<file path="config.mk">
export PLATFORM = sky130hd
export DESIGN_NAME = instr_prefetch_queue
export DESIGN_NICKNAME = d
export VERILOG_FILES = /design/src/rtl/processor_pkg.sv /design/src/rtl/instr_prefetch_queue_store.sv /design/src/rtl/instr_prefetch_queue.sv
export SDC_FILE = /design/constraint.sdc
export NUM_CORES = 1
export LEC_CHECK = 0
export CORE_ASPECT_RATIO = 1.25
export CORE_MARGIN = 2
export CORE_UTILIZATION = 55
export CTS_CLUSTER_SIZE = 28
export DETAILED_ROUTE_END_ITERATION = 16
export PLACE_DENSITY_LB_ADDON = 0.1
export SLEW_MARGIN = 40
export SYNTH_ARGS = -nofsm -noshare
export SYNTH_HDL_FRONTEND = slang
export SYNTH_SLANG_ARGS = --single-unit
</file>
<file path="constraint.sdc">
create_clock -name Clock -period 3.6 [get_ports Clock]
set_clock_uncertainty 0.15 [all_clocks]
set_input_delay 0.36 -clock Clock [delete_from_list [all_inputs] [get_ports Clock]]
set_output_delay 0.36 -clock Clock [all_outputs]
set_load 0.01 [all_outputs]
</file>
<file path="src/rtl/processor_pkg.sv">
// Shared instruction-fetch types: instruction word, fetch address, prefetch entry, FSM state.
// Latency: n/a (types only).
// Backpressure: n/a.
package processor_pkg;

  // Default widths; the prefetch queue's DATA_W/ADDR_W must not exceed these.
  localparam int INSTR_W = 32;
  localparam int IADDR_W = 16;

  typedef logic [INSTR_W-1:0] instr_t;
  typedef logic [IADDR_W-1:0] iaddr_t;

  // One queued instruction together with the PC it was fetched from.
  typedef struct packed {
    instr_t instr;
    iaddr_t pc;
  } pfq_entry_t;

  typedef enum logic {
    FLUSH = 1'b0,
    RUN   = 1'b1
  } pfq_state_e;

endpackage

</file>
<file path="src/rtl/instr_prefetch_queue_store.sv">
// Prefetch entry storage: DEPTH x pfq_entry_t registers, one write port, async read port.
// Latency: write visible on the read port the cycle after WrEn.
// Backpressure: none; the owner guarantees it never writes a live entry.
module pfq_store
  import processor_pkg::*;
#(
  parameter int  DEPTH = 4,
  localparam int PTR_W = $clog2(DEPTH)
) (
  input  logic             Clock,
  input  logic             nReset,
  input  logic             WrEn,
  input  logic [PTR_W-1:0] WrPtr,
  input  pfq_entry_t       WrData,
  input  logic [PTR_W-1:0] RdPtr,
  output pfq_entry_t       RdData
);

  pfq_entry_t mem [DEPTH];

  // Entry registers: cleared on reset, written at WrPtr when enabled.
  always_ff @(posedge Clock or negedge nReset) begin
    if (!nReset) begin
      for (int i = 0; i < DEPTH; i++) mem[i] <= '0;
    end else if (WrEn) begin
      mem[WrPtr] <= WrData;
    end
  end

  assign RdData = mem[RdPtr];

endmodule

</file>
<file path="src/rtl/instr_prefetch_queue.sv">
// Instruction-fetch front end with a DEPTH-entry prefetch FIFO; flushes/redirects on E2 branch.
// Latency: FetchEn 1 cycle after reset release, Valid 2 cycles later (1 with PREFETCH_BYPASS_EN).
// Backpressure: issue is credit-limited (Count + RespPend < DEPTH); nStall=0 holds the head.
module instr_prefetch_queue
  import processor_pkg::*;
#(
  parameter int               DATA_W   = INSTR_W,
  parameter int               ADDR_W   = IADDR_W,
  parameter int               DEPTH    = 4,
  parameter int               PC_STEP  = 4,
  parameter logic [ADDR_W-1:0] RESET_PC = '0,
  localparam int              PTR_W    = $clog2(DEPTH),
  localparam int              CNT_W    = $clog2(DEPTH) + 1
) (
  input  logic              Clock,
  input  logic              nReset,
  output logic [ADDR_W-1:0] InstrAddr,
  output logic              FetchEn,
  input  logic [DATA_W-1:0] InstrMem,
  input  logic              BranchTaken,
  input  logic [ADDR_W-1:0] BranchAddr,
  input  logic              nStall,
  output logic              Valid,
  output logic [DATA_W-1:0] InstrOut,
  output logic [ADDR_W-1:0] InstrAddrOut,
  output logic [CNT_W-1:0]  Count
);

  pfq_state_e       state, stateNext;
  logic [ADDR_W-1:0] pc, pcQ;
  logic             respPend;
  logic [PTR_W-1:0] wrPtr, rdPtr;
  logic [CNT_W-1:0] count;
  logic [CNT_W:0]   inFlight;
  logic             issue, push, bypass, fifoValid, outValid, pop, fifoPop, write;
  pfq_entry_t       respEntry, rdData, outEntry, holdEntry;

  // Credit uses registered occupancy only, so a same-cycle pop never opens a slot early.
  assign inFlight  = {1'b0, count} + (CNT_W + 1)'(respPend);
  assign push      = respPend & ~BranchTaken;
  assign respEntry = '{instr: instr_t'(InstrMem), pc: iaddr_t'(pcQ)};
  assign fifoValid = (count != '0);

`ifdef PREFETCH_BYPASS_EN
  // An empty queue forwards the arriving response straight to decode.
  assign bypass = push & (count == '0);
`else
  assign bypass = 1'b0;
`endif

  assign outValid = fifoValid | bypass;
  assign outEntry = bypass ? respEntry : (fifoValid ? rdData : holdEntry);
  assign pop      = outValid & nStall;
  assign fifoPop  = pop & fifoValid;
  // A bypassed response that decode takes immediately never occupies a slot.
  assign write    = push & ~(bypass & pop);

  // Next-state and issue decision: FLUSH suppresses fetch for one cycle after reset.
  always_comb begin
    stateNext = state;
    issue     = 1'b0;
    case (state)
      FLUSH:   stateNext = RUN;
      RUN:     issue = ~BranchTaken & (inFlight < (CNT_W + 1)'(DEPTH));
      default: stateNext = FLUSH;
    endcase
  end

  // FSM state register.
  always_ff @(posedge Clock or negedge nReset) begin
    if (!nReset) state <= FLUSH;
    else         state <= stateNext;
  end

  // Fetch PC, issued-PC capture and response-pending flag; a branch redirects and drops in-flight.
  always_ff @(posedge Clock or negedge nReset) begin
    if (!nReset) begin
      pc       <= RESET_PC;
      pcQ      <= '0;
      respPend <= 1'b0;
    end else begin
      respPend <= issue;
      if (issue) pcQ <= pc;
      if (BranchTaken) pc <= BranchAddr;
      else if (issue)  pc <= pc + ADDR_W'(PC_STEP);
    end
  end

  // FIFO pointers and occupancy; a branch flushes everything (a same-cycle pop is simply absorbed).
  always_ff @(posedge Clock or negedge nReset) begin
    if (!nReset) begin
      wrPtr <= '0;
      rdPtr <= '0;
      count <= '0;
    end else if (BranchTaken) begin
      wrPtr <= '0;
      rdPtr <= '0;
      count <= '0;
    end else begin
      if (write)   wrPtr <= wrPtr + PTR_W'(1);
      if (fifoPop) rdPtr <= rdPtr + PTR_W'(1);
      case ({write, fifoPop})
        2'b10:   count <= count + CNT_W'(1);
        2'b01:   count <= count - CNT_W'(1);
        default: count <= count;
      endcase
    end
  end

  // Remember the last presented entry so the outputs hold steady while the queue is empty.
  always_ff @(posedge Clock or negedge nReset) begin
    if (!nReset)       holdEntry <= '0;
    else if (outValid) holdEntry <= outEntry;
  end

  pfq_store #(.DEPTH(DEPTH)) uStore (
    .Clock  (Clock),
    .nReset (nReset),
    .WrEn   (write),
    .WrPtr  (wrPtr),
    .WrData (respEntry),
    .RdPtr  (rdPtr),
    .RdData (rdData)
  );

  assign InstrAddr    = pc;
  assign FetchEn      = issue;
  assign Valid        = outValid;
  assign InstrOut     = DATA_W'(outEntry.instr);
  assign InstrAddrOut = ADDR_W'(outEntry.pc);
  assign Count        = count;

endmodule

</file>
# Word level (Yosys, flattened, before mapping)
# Cells that the tools add are included.
[classes]
n_shift = 0
eq_ne = 2
bitwise = 7
n_mul = 0
mux = 16
magnitude_cmp = 4
div = 0
n_reduce_logical = 6
add_sub_neg = 6
[ops]
columns = ["operator", "count"]
rows = [
  ["192-bit bitwise mux", 1],
  ["48-bit 2-to-1 mux", 4],
  ["48-bit binary-select mux with 2-bit select", 1],
  ["48-bit demux with 2-bit select", 1],
  ["16-bit 2-to-1 mux", 2],
  ["16-bit by 3-bit adder with 16-bit output (second input constant)", 1],
  ["2-bit 2-to-1 mux", 4],
  ["3-bit greater-or-equal comparator (second input constant)", 2],
  ["2-bit NOT with 3-bit output", 2],
  ["3-bit case mux with 2 select lines", 1],
  ["2-bit nonzero test", 3],
  ["3-bit nonzero test", 2],
  ["2-bit by 1-bit adder with 2-bit output (second input constant)", 2],
  ["3-bit by 1-bit adder with 4-bit output", 1],
  ["1-bit bitwise AND", 4],
  ["4-bit by 3-bit < comparator with 1-bit output (second input constant)", 1],
  ["3-bit by 1-bit adder with 3-bit output (second input constant)", 1],
  ["3-bit by 1-bit < comparator with 1-bit output (second input constant)", 1],
  ["3-bit 2-to-1 mux", 1],
  ["3-bit by 1-bit subtractor with 3-bit output (second input constant)", 1],
  ["2-bit by 1-bit equality test with 1-bit output (second input constant)", 1],
  ["2-bit equality test (second input constant)", 1],
  ["1-bit logical AND", 1],
  ["1-bit 2-to-1 mux", 1],
  ["1-bit NOT", 1],
]
[totals]
ramBits = 0
mem_bits_ro = 0
latch_bits = 0
register_bits = 281
elab_cells = 58
mem_count = 0
output_inout_bits = 69

# Logic depth before layout (Yosys ltp)
# Gate-level depths: netlist of the first run.
[depth]
ltp_word = 6
mapped_depth = 8
ltp_nobuf = 7

# By module
# Synthesis of the first run repeated with hierarchy kept, for this count alone.
[unflattened]
cells_unflattened = 822
area_unflattened_um2 = 12594.6
[modules_own_cells]
columns = ["module", "area_per_inst_um2", "cells_per_inst", "seq_area_each_um2", "instances"]
rows = [
  ["pfq_store", 8295.5, 466, 4804.6, 1],
  ["instr_prefetch_queue", 4299.1, 356, 2227.1, 1],
]

# Worst setup path after synthesis of the first run
# OpenSTA, ideal clock, no wires.
[synth_path]
path_kind = "register to output"
startpoint = "register count[0], in the netlist Count[0]"
endpoint = "output InstrOut[22]"
path_slack_ns = 1.514
stages_incl_launch_ff = 6
required_time_ns = 3.090
t_arrival_ns = 1.576
cell_sequence = "dfrtp_1 or3_1 buf_2 buf_6 buf_6 mux2_4"
[synth_between]
elab_chain_cells = 2
[synth_lines]
columns = ["item", "line_no", "rtl"]
rows = [
  ["start, declared", "instr_prefetch_queue.sv:33", "logic [CNT_W-1:0] count;"],
  ["start signal, assigned", "instr_prefetch_queue.sv:103", "2'b10: count <= count + CNT_W'(1);"],
  ["start signal, assigned", "instr_prefetch_queue.sv:104", "2'b01: count <= count - CNT_W'(1);"],
  ["start signal, assigned", "instr_prefetch_queue.sv:105", "default: count <= count;"],
  ["3-bit nonzero test", "instr_prefetch_queue.sv:42", "assign fifoValid = (count != '0);"],
  ["named net Valid", "instr_prefetch_queue.sv:23", "output logic Valid,"],
  ["48-bit 2-to-1 mux", "instr_prefetch_queue.sv:52", "assign outEntry = bypass ? respEntry : (fifoValid ? rdData : holdEntry);"],
  ["end, declared", "instr_prefetch_queue.sv:24", "output logic [DATA_W-1:0] InstrOut,"],
]
# The timed path passes the listed nets, and every way through them passes these cells.

# Final worst setup path of the first run
[layout_path]
startpoint = "register count[0], in the netlist Count[0]"
endpoint = "output InstrAddrOut[10]"
[layout_between]
elab_chain_cells = 2
[layout_lines]
columns = ["item", "line_no", "rtl"]
rows = [
  ["3-bit nonzero test", "instr_prefetch_queue.sv:42", ""],
  ["48-bit 2-to-1 mux", "instr_prefetch_queue.sv:52", ""],
  ["end, declared", "instr_prefetch_queue.sv:25", "output logic [ADDR_W-1:0] InstrAddrOut,"],
]
# No other way between the ends.

==> metrics.md, run 1 <==
| Metric | Value |
|---|---|
| Status | `completed` |
| Period utilisation layout | `94.7%` |
| Worst slew pin tran | `0.859 ns` |
| First-pass GRT wire length | `43200 um` |
| Crit path DAT | `2.90 ns` |
| N_diodes | `0` |
| Synth Net Count | `889` |
| Post-Syn Area | `12600 um2` |
| Sinks on Clock Net | `281` |
| CP Class | `reg -> out` |
| Pins over their slew limit | `0` |
| Synth warn | `0` |
| Top-area cell type share of the netlist area | `55.8%` |
| Post-Syn Instances | `roughly 830` |
| Compound-Gate Fraction of Synth Area | `2.19%` |
| Post-synthesis adder-cell area fraction | `0.656%` |
| Minimum clock period | `3.41 ns` |
| Register bit total from synthesis | `281` |
| Gr usage total | `21.9%` |
| Area leader, netlist | `dfrtp_1` |
| Flop2flop setup slack | `1.18 ns` |
| DR pass1 iterations | `4` |
| Count of cell types in the netlist | `between 40 and 50` |
| PwrDens | `between 800 and 900 nW/um2` |
| Clock transition at the registers of the reported paths | `0.06 ns` |
| Die Wd | `139 um` |
| Most frequent cells in the layout | `mux2_2, dfrtp_1, clkdlybuf4s50_1, mux4_2, nand2_1` |
| Drt drc | `0` |
| Largest stage delay on the critical path | `0.60 ns` |
| Setup bufs post-CTS | `0` |
| Critical path data required time | `3.09 ns` |
| Routed len/inst | `about 21 um` |
| Max Clk Rate | `around 290 MHz` |
| CTS tree | `built` |
| Setup crit end kind | `primary output` |
| # nets final | `1011` |
| Initial antenna violation count | `0` |
| Max-cap violations | `0` |
| Mux share of post-synthesis cell area | `35.1%` |
| Clk buf depth | `3` |
| Post-DP Area | `14100 um2` |
| Largest net degree at the start of global routing | `97` |
| Final setup TNS | `0 ns` |
| Share of post-route cells with drive strength above 1 | `between 40% and 50%` |
| Peak VDD IR | `roughly 0.75 mV` |
| GR Overflow Total | `0` |
| Syn avg cell area | `15.2 um2` |
| CP Launch Type | `register` |
| Core ar. | `approximately 22000 um2` |
| FF-to-FF Start | `Count[0]$_DFFE_PN0P_` |
| Initial DRC Count | `around 390` |
| Die area | `24100 um2` |
| P_leak | `6.84 nW` |
| Layout area overhead | `19.8%` |
| Clk_lat worst skew | `around 0.54 ns` |
| Post-synth EDFFs | `0` |
| Hpwl dp | `16300 um` |
| Initial core utilization | `56.3%` |
| Clk root buf | `clkbuf_16` |
| Crit Reg-Reg Endpoint | `Count[2]$_DFFE_PN0P_` |
| Largest family of logic cells by synthesized area | `multiplexers` |
| Sequential fraction of the synthesis area | `55.8%` |
| Final wirelength | `around 26000 um` |
| Worst setup path endpoint | `InstrAddrOut[10]` |
| GP Congestion | `0.845` |
| Crit. Startpoint | `Count[0]$_DFFE_PN0P_` |
| IO Port Bufs | `120` |
| Via Count | `7403` |
| Crit path max fanout | `38` |
| Endpoints failing setup | `0` |
| Fin area | `15100 um2` |
| DR vias/cell | `5.89` |
| Prevailing post-synth register cell | `dfrtp_1` |
| Vias in the first global route | `8210` |
| Area contributors post-synth | `dfrtp_1, mux2_2, mux4_2` |
| Most common cell after layout, fill and taps aside | `mux2_2` |
| Area share of and/or/nand/nor cells after synthesis | `3.38%` |
| H-Tree Depth | `1` |
| Cell chain of the critical path | `or3_4, buf_12, mux2_2, clkdlybuf4s50_1` |
| # rows | `61` |
| Slowest CP cell | `or3_4` |
| Hold Vio Cnt, Final | `0` |
| Synth Area in XOR/XNOR | `0.348%` |
| FFs w/ async S/R, synth | `100%` |
| I/O pin count | `approximately 120` |
| Slew headroom | `a little over two fifths` |
| Inserted Clock Buffers | `28` |
| Die Y | `173 um` |
| Final ANT Viol Nets | `0` |
| R2R cell count | `6` |
| Hold/Removal Path Class | `in -> reg` |
| Unrepaired setup endpoints after global routing | `false` |
## flip-flops by register name, summed over array words and instances, names as in the netlist
name        count
uStore.mem    192
holdEntry      48
InstrAddr      16
pcQ            16
Count           3
rdPtr           2
wrPtr           2
respPend        1
state           1
## timing repair
item                      4_1_cts  5_1_grt
resized for setup               0        0
hold buffers                    1        0
hold endpoints to repair       93        0
## report_power, final
| part | switching [W] | internal, W | total [W] |
|---|---|---|---|
| logic | 0.00202 | 0.00331 | 0.00533 |
| registers | 0.000665 | 0.00418 | 0.00485 |
| clock network | 0.00117 | 0.00179 | 0.00297 |
| total | 0.00386 | 0.00928 | 0.0131 |
## metrics by stage
step	setup slack (ns)	hold slack, ns	utilization (%)	instances	power [W]
2_1_floorplan	1.51	-0.0856	-	831	0.00821
3_3_place_gp	0.751	0.266	63.2	1205	0.0100
3_5_place_dp	0.747	0.285	63.2	1205	0.0103
4_1_cts	0.176	0.235	67.5	1256	0.0133
5_1_grt	0.0785	0.256	67.5	1256	0.0139
6_report	0.189	0.259	67.5	1256	0.0131
## worst min path at each step
stage	from	depth (start not counted)	slack (ns)	to
floorplan	nReset	0	-0.09	Count[0]$_DFFE_PN0P_
global placement	nReset	1	0.27	uStore.mem[166]$_DFFE_PN0P_
CTS	BranchAddr[14]	3	0.23	InstrAddr[14]$_DFFE_PN0P_
global route	BranchAddr[14]	3	0.26	InstrAddr[14]$_DFFE_PN0P_
detailed placement	nReset	1	0.28	uStore.mem[168]$_DFFE_PN0P_
finish	BranchAddr[14]	3	0.26	InstrAddr[14]$_DFFE_PN0P_
## critical path: cells and delay by family, from the launching register on
family | cells | cell delay (ns)
buffers and inverters | 2 | 0.79
muxes | 1 | 0.40
DFF | 1 | 0.54
and+or+nand+nor | 1 | 0.60
## synth_stat cells, types with 2 or more instances
| cell type | count |
|---|---|
| and3_1 | 4 |
| or4_1 | 2 |
| nor2_1 | 13 |
| o211ai_1 | 2 |
| buf_2 | 31 |
| nand2_1 | 48 |
| a31oi_1 | 2 |
| nor3_1 | 5 |
| xnor2_1 | 3 |
| xor2_1 | 2 |
| o21ai_0 | 15 |
| mux2_4 | 9 |
| ha_1 | 5 |
| mux2_2 | 281 |
| clkbuf_1 | 7 |
| mux2i_1 | 4 |
| buf_4 | 6 |
| inv_1 | 11 |
| a32oi_1 | 4 |
| mux4_2 | 48 |
| nand3_1 | 10 |
| a21oi_1 | 2 |
| buf_6 | 2 |
| dfrtp_1 | 281 |
| nand4_1 | 3 |
| a22oi_1 | 5 |
| and4_1 | 2 |
| buf_1 | 5 |
## final cells by class
class | count | area, um2
inverter | 12 | 45.0
multi-input combinational | 487 | 5270
clock inverter | 6 | 80.1
sequential | 281 | 7040
timing repair buffer | 143 | 1430
tap | 283 | 354
clock buffer | 44 | 872
fill | 1521 | 7280
## cell families (layout without fill, tap and decap cells)
group	Yosys count	after routing
and+or+nand+nor	93	93
muxes	342	342
DFF	281	281
AOI/OAI and AO/OA	40	40
xor gates and xnor gates	5	5
buffers and inverters	63	205
adders and majority gates	6	6
other	1	1
## layer usage
metal,up-vias,share of wire [%],wire length [um],GRT usage [%]
met4,0,2.1,551,5.60
li1,3286,-,-,-
met2,154,52,13400,38.4
met1,3918,42,11000,29.1
met3,45,3.9,1010,2.99
met5,-,0,0,0
Power figures use the tool's default switching activity.
==> run 2, diff against run 1 <==
--- a/config.mk
+++ b/config.mk
@@ -5,9 +5,11 @@
 export SDC_FILE = /design/constraint.sdc
 export NUM_CORES = 1
 export LEC_CHECK = 0
+export ABC_CLOCK_PERIOD_IN_PS = 3600
 export CORE_ASPECT_RATIO = 1.25
 export CORE_MARGIN = 2
 export CORE_UTILIZATION = 55
+export CTS_CLUSTER_DIAMETER = 120
 export CTS_CLUSTER_SIZE = 28
 export DETAILED_ROUTE_END_ITERATION = 16
 export PLACE_DENSITY_LB_ADDON = 0.1
==> run 2 against run 1 <==
Net effect:
- die area unchanged
- cell count fell by 2.5%
- design area decreased by 3.6%
- largest power group unchanged
- fmax is 0.82% higher
- clock power is 41% lower
- wire length down 2.5%
- clock-buffer cell count down 27
- worst setup slack improved by 0.028 ns
- power is 9.4% lower
==> metrics.md, run 2 (synthesis gave the netlist of run 1 again) <==
| Metric | Value |
|---|---|
| Routed len/inst | `20.7 um (about the same)` |
| # nets final | `997 (was 1011)` |
| Initial core utilization | `56.3% (unchanged)` |
| Max-cap violations | `0 (unchanged)` |
| Largest register FFs | `192 (unchanged)` |
| CP Launch Type | `register (unchanged)` |
| Placed cells | `1205 (unchanged)` |
| GR Overflow Total | `0 (unchanged)` |
| Layout area overhead | `15.5% (was 19.8%)` |
| Final setup TNS | `0 ns (unchanged)` |
| Hold Vio Cnt, Final | `0 (unchanged)` |
| Largest registers | `uStore.mem: 192 flops, holdEntry: 48 flops (unchanged)` |
| Die Wd | `139 um (unchanged)` |
| Post-CTS Resized | `0 (unchanged)` |
| Crit path DAT | `2.87 ns (was 2.90 ns)` |
| Gr usage total | `21.4% (was 21.9%)` |
| Flop2flop setup slack | `1.18 ns (about the same)` |
| Vias in the first global route | `7942 (was 8210)` |
| Max Clk Rate | `296 MHz (was 293 MHz)` |
| Initial DRC Count | `356 (was 388)` |
| Die Y | `173 um (unchanged)` |
| Inserted Clock Buffers | `14 (was 28)` |
| Unrepaired setup endpoints after global routing | `false (unchanged)` |
| Critical path data required time | `3.09 ns (about the same)` |
| Pins over their slew limit | `0 (unchanged)` |
| Clk root buf | `clkbuf_16 (unchanged)` |
| Peak VDD IR | `0.750 mV (was 0.751 mV)` |
| Hpwl dp | `16300 um (unchanged)` |
| GP Congestion | `0.845 (unchanged)` |
| Fin cells | `1224 (was 1256)` |
| Worst slew pin tran | `0.820 ns (was 0.859 ns)` |
| Drt drc | `0 (unchanged)` |
| IO Port Bufs | `120 (unchanged)` |
| Worst hold endpoint | `InstrAddr[2]$_DFFE_PN0P_ (was InstrAddr[14]$_DFFE_PN0P_)` |
| DR vias/cell | `5.91 (was 5.89)` |
| H-Tree Depth | `1 (unchanged)` |
| Clk_lat worst skew | `0.50 ns (was 0.54 ns)` |
| First-pass GRT wire length | `42200 um (was 43200 um)` |
| I/O pin count | `121 (unchanged)` |
| Reg with most FFs | `uStore.mem (unchanged)` |
| Post-DP Area | `14100 um2 (unchanged)` |
| Largest net degree at the start of global routing | `97 (unchanged)` |
| FF-to-FF Start | `Count[2]$_DFFE_PN0P_ (was Count[0]$_DFFE_PN0P_)` |
| Layout fillers | `1587 (was 1521)` |
| Status | `completed (unchanged)` |
| Final wirelength | `25300 um (was 26000 um)` |
| Share of post-route cells with drive strength above 1 | `41.3% (was 42.9%)` |
| Sinks on Clock Net | `281 (unchanged)` |
| Fin area | `14500 um2 (was 15100 um2)` |
| Initial antenna violation count | `0 (unchanged)` |
| Cts hold-fix bufs | `1 (unchanged)` |
| Clk buf depth | `3 (unchanged)` |
| Core ar. | `22400 um2 (unchanged)` |
| Crit path max fanout | `38 (unchanged)` |
| DR pass1 iterations | `5 (was 4)` |
| Final ANT Viol Nets | `0 (unchanged)` |
| Setup crit end kind | `primary output (unchanged)` |
| Die area | `24100 um2 (unchanged)` |
| Hold/Removal Path Class | `in -> reg (unchanged)` |
| N_diodes | `0 (unchanged)` |
| R2R cell count | `6 (unchanged)` |
| PwrDens | `818 nW/um2 (was 871 nW/um2)` |
| Worst hold stages | `3 (unchanged)` |
| Most frequent cells in the layout | `mux2_2, dfrtp_1, clkdlybuf4s50_1, mux4_2, nand2_1 (unchanged)` |
| Minimum clock period | `3.38 ns (was 3.41 ns)` |
| P_leak | `6.56 nW (was 6.84 nW)` |
| Crit Reg-Reg Endpoint | `Count[2]$_DFFE_PN0P_ (unchanged)` |
| Hold Path Origin | `BranchAddr[2] (was BranchAddr[14])` |
| Slew headroom | `45.1% (was 42.5%)` |
| Clock transition at the registers of the reported paths | `0.11 ns (was 0.06 ns)` |
| CP Class | `reg -> out (unchanged)` |
| Via Count | `7231 (was 7403)` |
| Total power | `0.0119 W (was 0.0131 W)` |
| # rows | `61 (unchanged)` |
| Setup bufs post-CTS | `0 (unchanged)` |
| CTS tree | `built (unchanged)` |
| Period utilisation layout | `94.0% (was 94.7%)` |
| Finished Core Util | `65.0% (was 67.5%)` |
| Endpoints failing setup | `0 (unchanged)` |
| Most common cell after layout, fill and taps aside | `mux2_2 (unchanged)` |
## run 2: cell types whose count changed in the layout (fill, tap and decap cells not counted)
cell / change
clkbuf_8: -9
clkinv_2: -4
clkinv_16: +1
bufinv_16: -2
clkbuf_16: -14
clkbuf_1: -4
## run 2: layer usage
layer | up-vias | routed length (um) | GRT usage, %
li1 | 3232 | - | -
met1 | 3840 | 10900 | 29.3
met2 | 140 | 13200 | 37.3
met3 | 19 | 934 | 2.74
met4 | 0 | 281 | 3.91
met5 | - | 0 | 0
## run 2: how the worst max path moves through the flow
stage / from / endpoint / slack [ns] / cells past startpoint
finish: Count[0]$_DFFE_PN0P_ / InstrAddrOut[10] / 0.22 / 4
global route: Count[1]$_DFFE_PN0P_ / InstrAddrOut[7] / 0.09 / 4
CTS: rdPtr[0]$_DFFE_PN0P_ / InstrOut[1] / 0.20 / 4
detailed placement: rdPtr[0]$_DFFE_PN0P_ / InstrOut[1] / 0.75 / 4
global placement: rdPtr[0]$_DFFE_PN0P_ / InstrAddrOut[13] / 0.75 / 4
floorplan: Count[0]$_DFFE_PN0P_ / InstrOut[22] / 1.51 / 5
## run 2: critical path: stages, from the launching register on
cell             delay, ns
dfrtp_1               0.54
or3_4                 0.59
buf_12                0.30
mux2_2                0.40
clkdlybuf4s50_1       0.49
## run 2: cell type report
cell class | instances | area, um2 | area share [%]
flip-flops and latches | 281 | 7040 | 48.4
multi-input cells | 487 | 5270 | 36.2
repair buffers | 143 | 1430 | 9.84
clock buffers | 17 | 383 | 2.63
well taps | 283 | 354 | 2.43
inverters | 12 | 45.0 | 0.310
clock inverters | 1 | 30.0 | 0.206
## run 2: stage by stage
stage               setup WS (ns)  hold slack (ns)
finish                      0.217            0.283
global route               0.0882            0.289
CTS                         0.203            0.273
detailed placement          0.747            0.285
global placement            0.751            0.266
floorplan                    1.51          -0.0856
## run 2: report_power, final
part,internal (W),switching [W],leakage [nW]
Combinational,0.00331,0.00201,2.74
Sequential,0.00417,0.000657,3.62
Clock,0.000776,0.000986,0.199
Total,0.00825,0.00365,6.56
